$ cat src/rtl/tiny_io_arbiter.sv
`default_nettype none
// ============================================================================
//  Module      : tiny_io_arbiter
//  Description : Connects the TinyComp CPU's single input channel to NSRC
//                peripheral sources, and gives its output channel a one-entry
//                buffer toward a sink.
//                Input side: a round-robin arbiter grants one valid source,
//                captures its word and holds it until the CPU consumes it.
//                Output side: a one-entry buffer with a ready/valid handshake.
//                Two sticky flags report CPU protocol errors: Underrun and
//                Overrun.
//  Options     : TINY_IO_FIXED_PRI_EN - when defined, the lowest-indexed
//                valid source always wins and no round-robin pointer is built.
//                The default build (macro undefined) uses round-robin.
//  Ports       : Ph0        - clock; all state changes on the rising edge
//                Reset_n    - synchronous, active-low reset
//                SrcData    - source words; source k at [k*DW +: DW]
//                SrcValid   - source k has a word available
//                SrcReady   - one-cycle pulse: source k's word was captured
//                InData     - held word presented to the CPU
//                InRdy      - the held word is valid
//                InSrc      - index of the source that supplied InData
//                InStrobe   - CPU consumes the held word
//                OutData    - CPU output word
//                OutStrobe  - CPU executes an Output instruction
//                SinkData   - buffered output word
//                SinkValid  - the output buffer is full
//                SinkReady  - the sink accepts SinkData
//                Underrun   - sticky: InStrobe arrived with no word held
//                Overrun    - sticky: OutStrobe arrived into a full buffer
//                             that was not draining
//  Revision    : 1.0 - initial release
// ============================================================================
module tiny_io_arbiter #(
    parameter int NSRC = 4,
    parameter int DW   = 32,
    parameter int SW   = 3
) (
    input  logic                Ph0,
    input  logic                Reset_n,
    input  logic [NSRC*DW-1:0]  SrcData,
    input  logic [NSRC-1:0]     SrcValid,
    output logic [NSRC-1:0]     SrcReady,
    output logic [DW-1:0]       InData,
    output logic                InRdy,
    output logic [SW-1:0]       InSrc,
    input  logic                InStrobe,
    input  logic [DW-1:0]       OutData,
    input  logic                OutStrobe,
    output logic [DW-1:0]       SinkData,
    output logic                SinkValid,
    input  logic                SinkReady,
    output logic                Underrun,
    output logic                Overrun
);

    // The source index must be able to name every source.
    generate
        if ((1 << SW) < NSRC) begin : g_param_check
            $error("tiny_io_arbiter: SW too narrow for NSRC");
        end
    endgenerate

    // The valid vector is padded to 2**SW bits so that an SW-bit index
    // selects from it at exactly the right width.
    localparam int NPAD = 1 << SW;

    typedef enum logic [0:0] {
        ST_IDLE = 1'b0,
        ST_HOLD = 1'b1
    } state_t;

    state_t             r_state;
    state_t             w_state_nxt;

    logic [NPAD-1:0]    w_valid_pad;
    logic [SW-1:0]      w_start;
    logic [SW-1:0]      w_scan_idx;
    logic [SW-1:0]      w_grant_idx;
    logic               w_grant_any;
    logic [DW-1:0]      w_grant_data;
    logic [NSRC-1:0]    w_grant_onehot;
    logic               w_grant;
    logic               w_consume;

    logic [DW-1:0]      r_in_data;
    logic [SW-1:0]      r_in_src;
    logic [NSRC-1:0]    r_src_ready;
    logic               r_underrun;

    logic [DW-1:0]      r_sink_data;
    logic               r_sink_valid;
    logic               r_overrun;
    logic               w_out_accept;
    logic               w_out_drop;

    // ------------------------------------------------------------------
    // Search start point: the round-robin pointer, or always 0 for fixed
    // priority.
    // ------------------------------------------------------------------
`ifdef TINY_IO_FIXED_PRI_EN
    assign w_start = '0;
`else
    logic [SW-1:0] r_ptr;
    logic [SW-1:0] w_src_next;

    // The next search starts just after the source that was just consumed,
    // wrapping at NSRC rather than at 2**SW.
    assign w_src_next = (r_in_src == SW'(NSRC - 1)) ? '0 : r_in_src + 1'b1;
    assign w_start    = r_ptr;

    always_ff @(posedge Ph0) begin
        if (!Reset_n) begin
            r_ptr <= '0;
        end else if (w_consume) begin
            r_ptr <= w_src_next;
        end
    end
`endif

    // ------------------------------------------------------------------
    // Find the first valid source at or after w_start, modulo NSRC.
    // ------------------------------------------------------------------
    always_comb begin
        w_valid_pad             = '0;
        w_valid_pad[NSRC-1:0]   = SrcValid;
        w_grant_any             = 1'b0;
        w_grant_idx             = '0;
        w_scan_idx              = w_start;
        for (int k = 0; k < NSRC; k++) begin
            if (!w_grant_any && w_valid_pad[w_scan_idx]) begin
                w_grant_any = 1'b1;
                w_grant_idx = w_scan_idx;
            end
            w_scan_idx = (w_scan_idx == SW'(NSRC - 1)) ? '0 : w_scan_idx + 1'b1;
        end
    end

    // Select the winning source's word and build its one-hot ready mask.
    always_comb begin
        w_grant_data   = '0;
        w_grant_onehot = '0;
        for (int k = 0; k < NSRC; k++) begin
            if (w_grant_idx == SW'(k)) begin
                w_grant_data      = SrcData[k*DW +: DW];
                w_grant_onehot[k] = 1'b1;
            end
        end
    end

    // ------------------------------------------------------------------
    // Input FSM
    // ------------------------------------------------------------------
    always_ff @(posedge Ph0) begin
        if (!Reset_n) begin
            r_state <= ST_IDLE;
        end else begin
            r_state <= w_state_nxt;
        end
    end

    always_comb begin
        w_state_nxt = r_state;
        w_grant     = 1'b0;
        w_consume   = 1'b0;
        case (r_state)
            ST_IDLE: begin
                if (w_grant_any) begin
                    w_grant     = 1'b1;
                    w_state_nxt = ST_HOLD;
                end
            end
            ST_HOLD: begin
                // SrcValid is ignored here; only the CPU can release the word.
                if (InStrobe) begin
                    w_consume   = 1'b1;
                    w_state_nxt = ST_IDLE;
                end
            end
            default: w_state_nxt = ST_IDLE;
        endcase
    end

    // Input datapath: capture the word, pulse the source, flag underruns.
    always_ff @(posedge Ph0) begin
        if (!Reset_n) begin
            r_in_data   <= '0;
            r_in_src    <= '0;
            r_src_ready <= '0;
            r_underrun  <= 1'b0;
        end else begin
            r_src_ready <= w_grant ? w_grant_onehot : '0;
            if (w_grant) begin
                r_in_data <= w_grant_data;
                r_in_src  <= w_grant_idx;
            end
            if (InStrobe && (r_state == ST_IDLE)) begin
                r_underrun <= 1'b1;
            end
        end
    end

    // ------------------------------------------------------------------
    // Output buffer: one entry. A word is accepted if the buffer is empty
    // or is draining on this same edge, so a full buffer can be refilled
    // without a bubble.
    // ------------------------------------------------------------------
    assign w_out_accept = OutStrobe && (!r_sink_valid || SinkReady);
    assign w_out_drop   = OutStrobe && r_sink_valid && !SinkReady;

    always_ff @(posedge Ph0) begin
        if (!Reset_n) begin
            r_sink_data  <= '0;
            r_sink_valid <= 1'b0;
            r_overrun    <= 1'b0;
        end else begin
            if (w_out_accept) begin
                r_sink_data  <= OutData;
                r_sink_valid <= 1'b1;
            end else if (r_sink_valid && SinkReady) begin
                r_sink_valid <= 1'b0;
            end
            if (w_out_drop) begin
                r_overrun <= 1'b1;
            end
        end
    end

    assign InData    = r_in_data;
    assign InRdy     = (r_state == ST_HOLD);
    assign InSrc     = r_in_src;
    assign SrcReady  = r_src_ready;
    assign Underrun  = r_underrun;
    assign SinkData  = r_sink_data;
    assign SinkValid = r_sink_valid;
    assign Overrun   = r_overrun;

endmodule
`default_nettype wire

$ cat config.mk
export PLATFORM = sky130hd
export DESIGN_NAME = tiny_io_arbiter
export DESIGN_NICKNAME = d
export VERILOG_FILES = /design/src/rtl/tiny_io_arbiter.sv
export SDC_FILE = /design/constraint.sdc
export NUM_CORES = 1
export LEC_CHECK = 0
export BUFFER_PORTS_ARGS = -buffer_cell sky130_fd_sc_hd__buf_2
export CORE_MARGIN = 3
export CORE_UTILIZATION = 40
export CTS_BUF_LIST = sky130_fd_sc_hd__clkbuf_8
export DETAILED_ROUTE_END_ITERATION = 6
export PLACE_DENSITY = 0.85
export SETUP_SLACK_MARGIN = 0.15
export SYNTH_ARGS = -nofsm -noshare
export SYNTH_HDL_FRONTEND = slang
export SYNTH_SLANG_ARGS = --single-unit
export TNS_END_PERCENT = 20
$ cat constraint.sdc
create_clock -name Ph0 -period 4.3 [get_ports Ph0]
set_input_delay 0 -clock Ph0 [delete_from_list [all_inputs] [get_ports Ph0]]
set_output_delay 0 -clock Ph0 [all_outputs]
set_load 0.1 [all_outputs]
==> flow_summary_export.csv <==
group,metric,value,unit
timing,setup_viol,0,
timing,fin_crit_sh,0.837,
die,dieArea,11600,µm²
clocking,numCtsBuffers,9,
layout,fin_util,0.607,
critical_path,crit_chain,"inv_1, ha_1, mux2_4, o31ai_4, nand2_1, and4b_1, o32a_2, buf_12, a211o_1, a32o_1",
yosys,yosys_warnings,0,
power,power.density,473,nW/µm²
clocking,clock_path_buffers,2,
timing,tightestPinTransition,867,ps
hold_path,hold_depth,3,
yosys,synth_top_area_share,0.379,
die,die_h,107,µm
clocking,cts_sinks,78,
yosys,syn-mean-instance-area,8.18,µm²
critical_path,critPathArrivalTime,3830,ps
timing,holdWs,19.2,ps
layout,diodes,0,
timing,slew_violations,0,
timing,period_needed,3600,ps
yosys,synth_compound_area_frac,0.266,
yosys,synthesis.nets,677,
drt,dr.first_iter.drc_count,474,
critical_path,slowest_delay,620,ps
timing,hold_viol,0,
run,drv_cap,0,
layout,multi_input_area,2280,µm²
drt,drc,0,
yosys,synthTopCellsByArea,"dfxtp_1 38%, nand3_1 7.9%, a32o_1 7.8%",
layout,seq_area,1560,µm²
critical_path,reg2regPathDepth,10,
placed_design,dp_hpwl,10100,µm
global_routing,grt_pass1_wl,23800,µm
critical_path,crit_fanout,48,
clocking,clockRootBuffer,"clkbuf_8",
clocking,clock_latency,340,ps
layout,fillCellCount,855,
drt,firstDrtPassIters,5,
critical_path,critPathLaunchType,"flop",
drt,drtAntennaViolNets,0,
yosys,synthCells,504,
clocking,cts_tree,"done",
yosys,synth_common_cells,"78 x dfxtp_1, 67 x nand2_1, 65 x nand3_1",
critical_path,cp-end-kind,"flop",
timing,relSlewSlack,0.420,
layout,drive_gt1_frac,0.368,
timing,max_freq,278,MHz
drt,avgViaCountPerCell,5.53,
global_routing,grt_pass1_vias,4863,
drt,wl_per_cell,17.3,µm
die,die_w,107,µm
yosys,ys.flop_type,"dfxtp_1",
placed_design,port_buffers,243,
yosys,synthAdderAreaFrac,0.0121,
layout,finalInstanceArea,6010,µm²
yosys,synth_simple_gate_area_frac,0.247,
layout,syn2layout_area_growth,45.9,%
global_routing,grtUsageTotal,0.256,
yosys,synth.distinct_cells,47,
die,start_util,0.416,
die,ios,244,
critical_path,worstPathRequired,4530,ps
clocking,post-cts-setup-buffers,0,
yosys,yosysMostFrequentCell,"dfxtp_1",
placed_design,postPlaceCellArea,5340,µm²
global_routing,grt_overflow_total,0,
placed_design,gp_congestion,0.854,
yosys,yosys_register_bits,78,
timing,rsz0062_at_grt,"no",
yosys,synthMuxAreaShare,0.0240,
timing,fin_setup_tns,0,ps
drt,vias,4957,
power,p_leak,2.98,nW
drt,wl,15600,µm
yosys,synth_xor_area_frac,0,
yosys,synth_top_family_by_area,"compound AO/OA/AOI/OAI gates",
global_routing,antenna_found_initial,0,
hold_path,holdCritPathClass,"in -> reg",
yosys,synth_edf_count,0,
global_routing,grt_max_degree,65,
clocking,clkTransAtPathRegs,100,ps
yosys,async_flop_share,0,
die,rows,36,
clocking,htreeDepth,3,
critical_path,crit_type,"reg -> reg",
layout,nNetsFinal,932,
yosys,yosysTopAreaCell,"dfxtp_1",
status,status,"complete, no violations",
timing,finClkSkew,16.4,ps
power,peakVddDrop,0.000237,V
critical_path,cp_slowest_cell,"dfxtp_1",
yosys,syn_area,4120,µm²
yosys,synth.yosys.seq_area_share,0.379,
die,core,9910,µm²
final timing paths:
check	startpoint	end	slack, ps
max	r_ptr[0]	InData[25]	700
min	SrcData[34]	InData[2]	20
max reg2reg	r_ptr[0]	InData[25]	700
min reg2reg	SinkData[6]	SinkData[6]	460
per-layer routing:
metal	wire (µm)	vias up	global-route usage
li1	-	2359	-
met1	6180	2261	0.309
met2	7300	295	0.416
met3	1640	42	0.0792
met4	431	0	0.112
met5	0	-	0
what timing repair did:
item | CTS | global route
hold buffers | 43 | 0
gates resized for setup | 0 | 0
hold endpoints to repair | 44 | 0
kinds of logic after synthesis:
kind of cell / count (synthesis)
buffers and inverters: 58
adder cells (fa/ha/maj): 4
multiplexers: 9
flip-flops: 78
AND/OR/NAND/NOR: 204
AO/OA/AOI/OAI: 151
power breakdown:
part / internal [mW] / switching, mW / total [mW]
combinational: 0.342 / 0.963 / 1.31
sequential: 0.807 / 0.0476 / 0.854
clock: 0.390 / 0.294 / 0.685
total: 1.54 / 1.31 / 2.84
cell type report:
| cell class | count | share of cell area |
|---|---|---|
| repair buffers | 296 | 0.288 |
| multi-input cells | 368 | 0.380 |
| flip-flops and latches | 78 | 0.260 |
| clock inverters | 7 | 0.0202 |
| clock buffers | 9 | 0.0206 |
| well taps | 133 | 0.0277 |
| inverters | 6 | 0.00375 |
per-stage QoR:
stage                     total power [mW]  instances  setup WS (ps)
after floorplan                       1.89        504           1350
after global placement                2.13        838            787
after detailed placement              2.13        838            752
after CTS                             2.85        897            730
after global routing                  2.97        897            489
final                                 2.84        897            700
state kept, by name, summed over array words and instances (netlist names):
signal,cells
SrcReady,4
Overrun,1
InRdy,1
InData,32
SinkData,32
InSrc,3
Underrun,1
r_ptr,3
SinkValid,1
critical path: cells and delay by family, from the launching register on:
| kind | cells | cell delay, ps |
|---|---|---|
| DFF | 1 | 620 |
| buffers and inverters | 2 | 450 |
| adders and majority gates | 1 | 520 |
| AOI/OAI and AO/OA | 4 | 1250 |
| and+or+nand+nor | 2 | 270 |
| muxes | 1 | 350 |
placed cells by master, fill, tap and decap left out, drive strengths merged:
cell type and count:
a211o 32, a21o 2, a21oi 36, a22oi 1
a31o 1, a31oi 1, a32o 32, and2 2
and3 36, and4b 1, buf 253, bufinv 3
clkbuf 9, clkinv 1, clkinvlp 1, dfxtp 78
dlygate4sd3 43, ha 4, inv 8, mux2 4
mux2i 5, nand2 68, nand2b 1, nand3 65
nand3b 1, nor2 16, nor2b 4, nor3 4
nor3b 3, nor4 2, o211a 1, o21a 3
o21ai 37, o2bb2ai 1, o31ai 1, o32a 1
o32ai 1, o41ai 1, or3 1
Power figures use the tool's default switching activity.
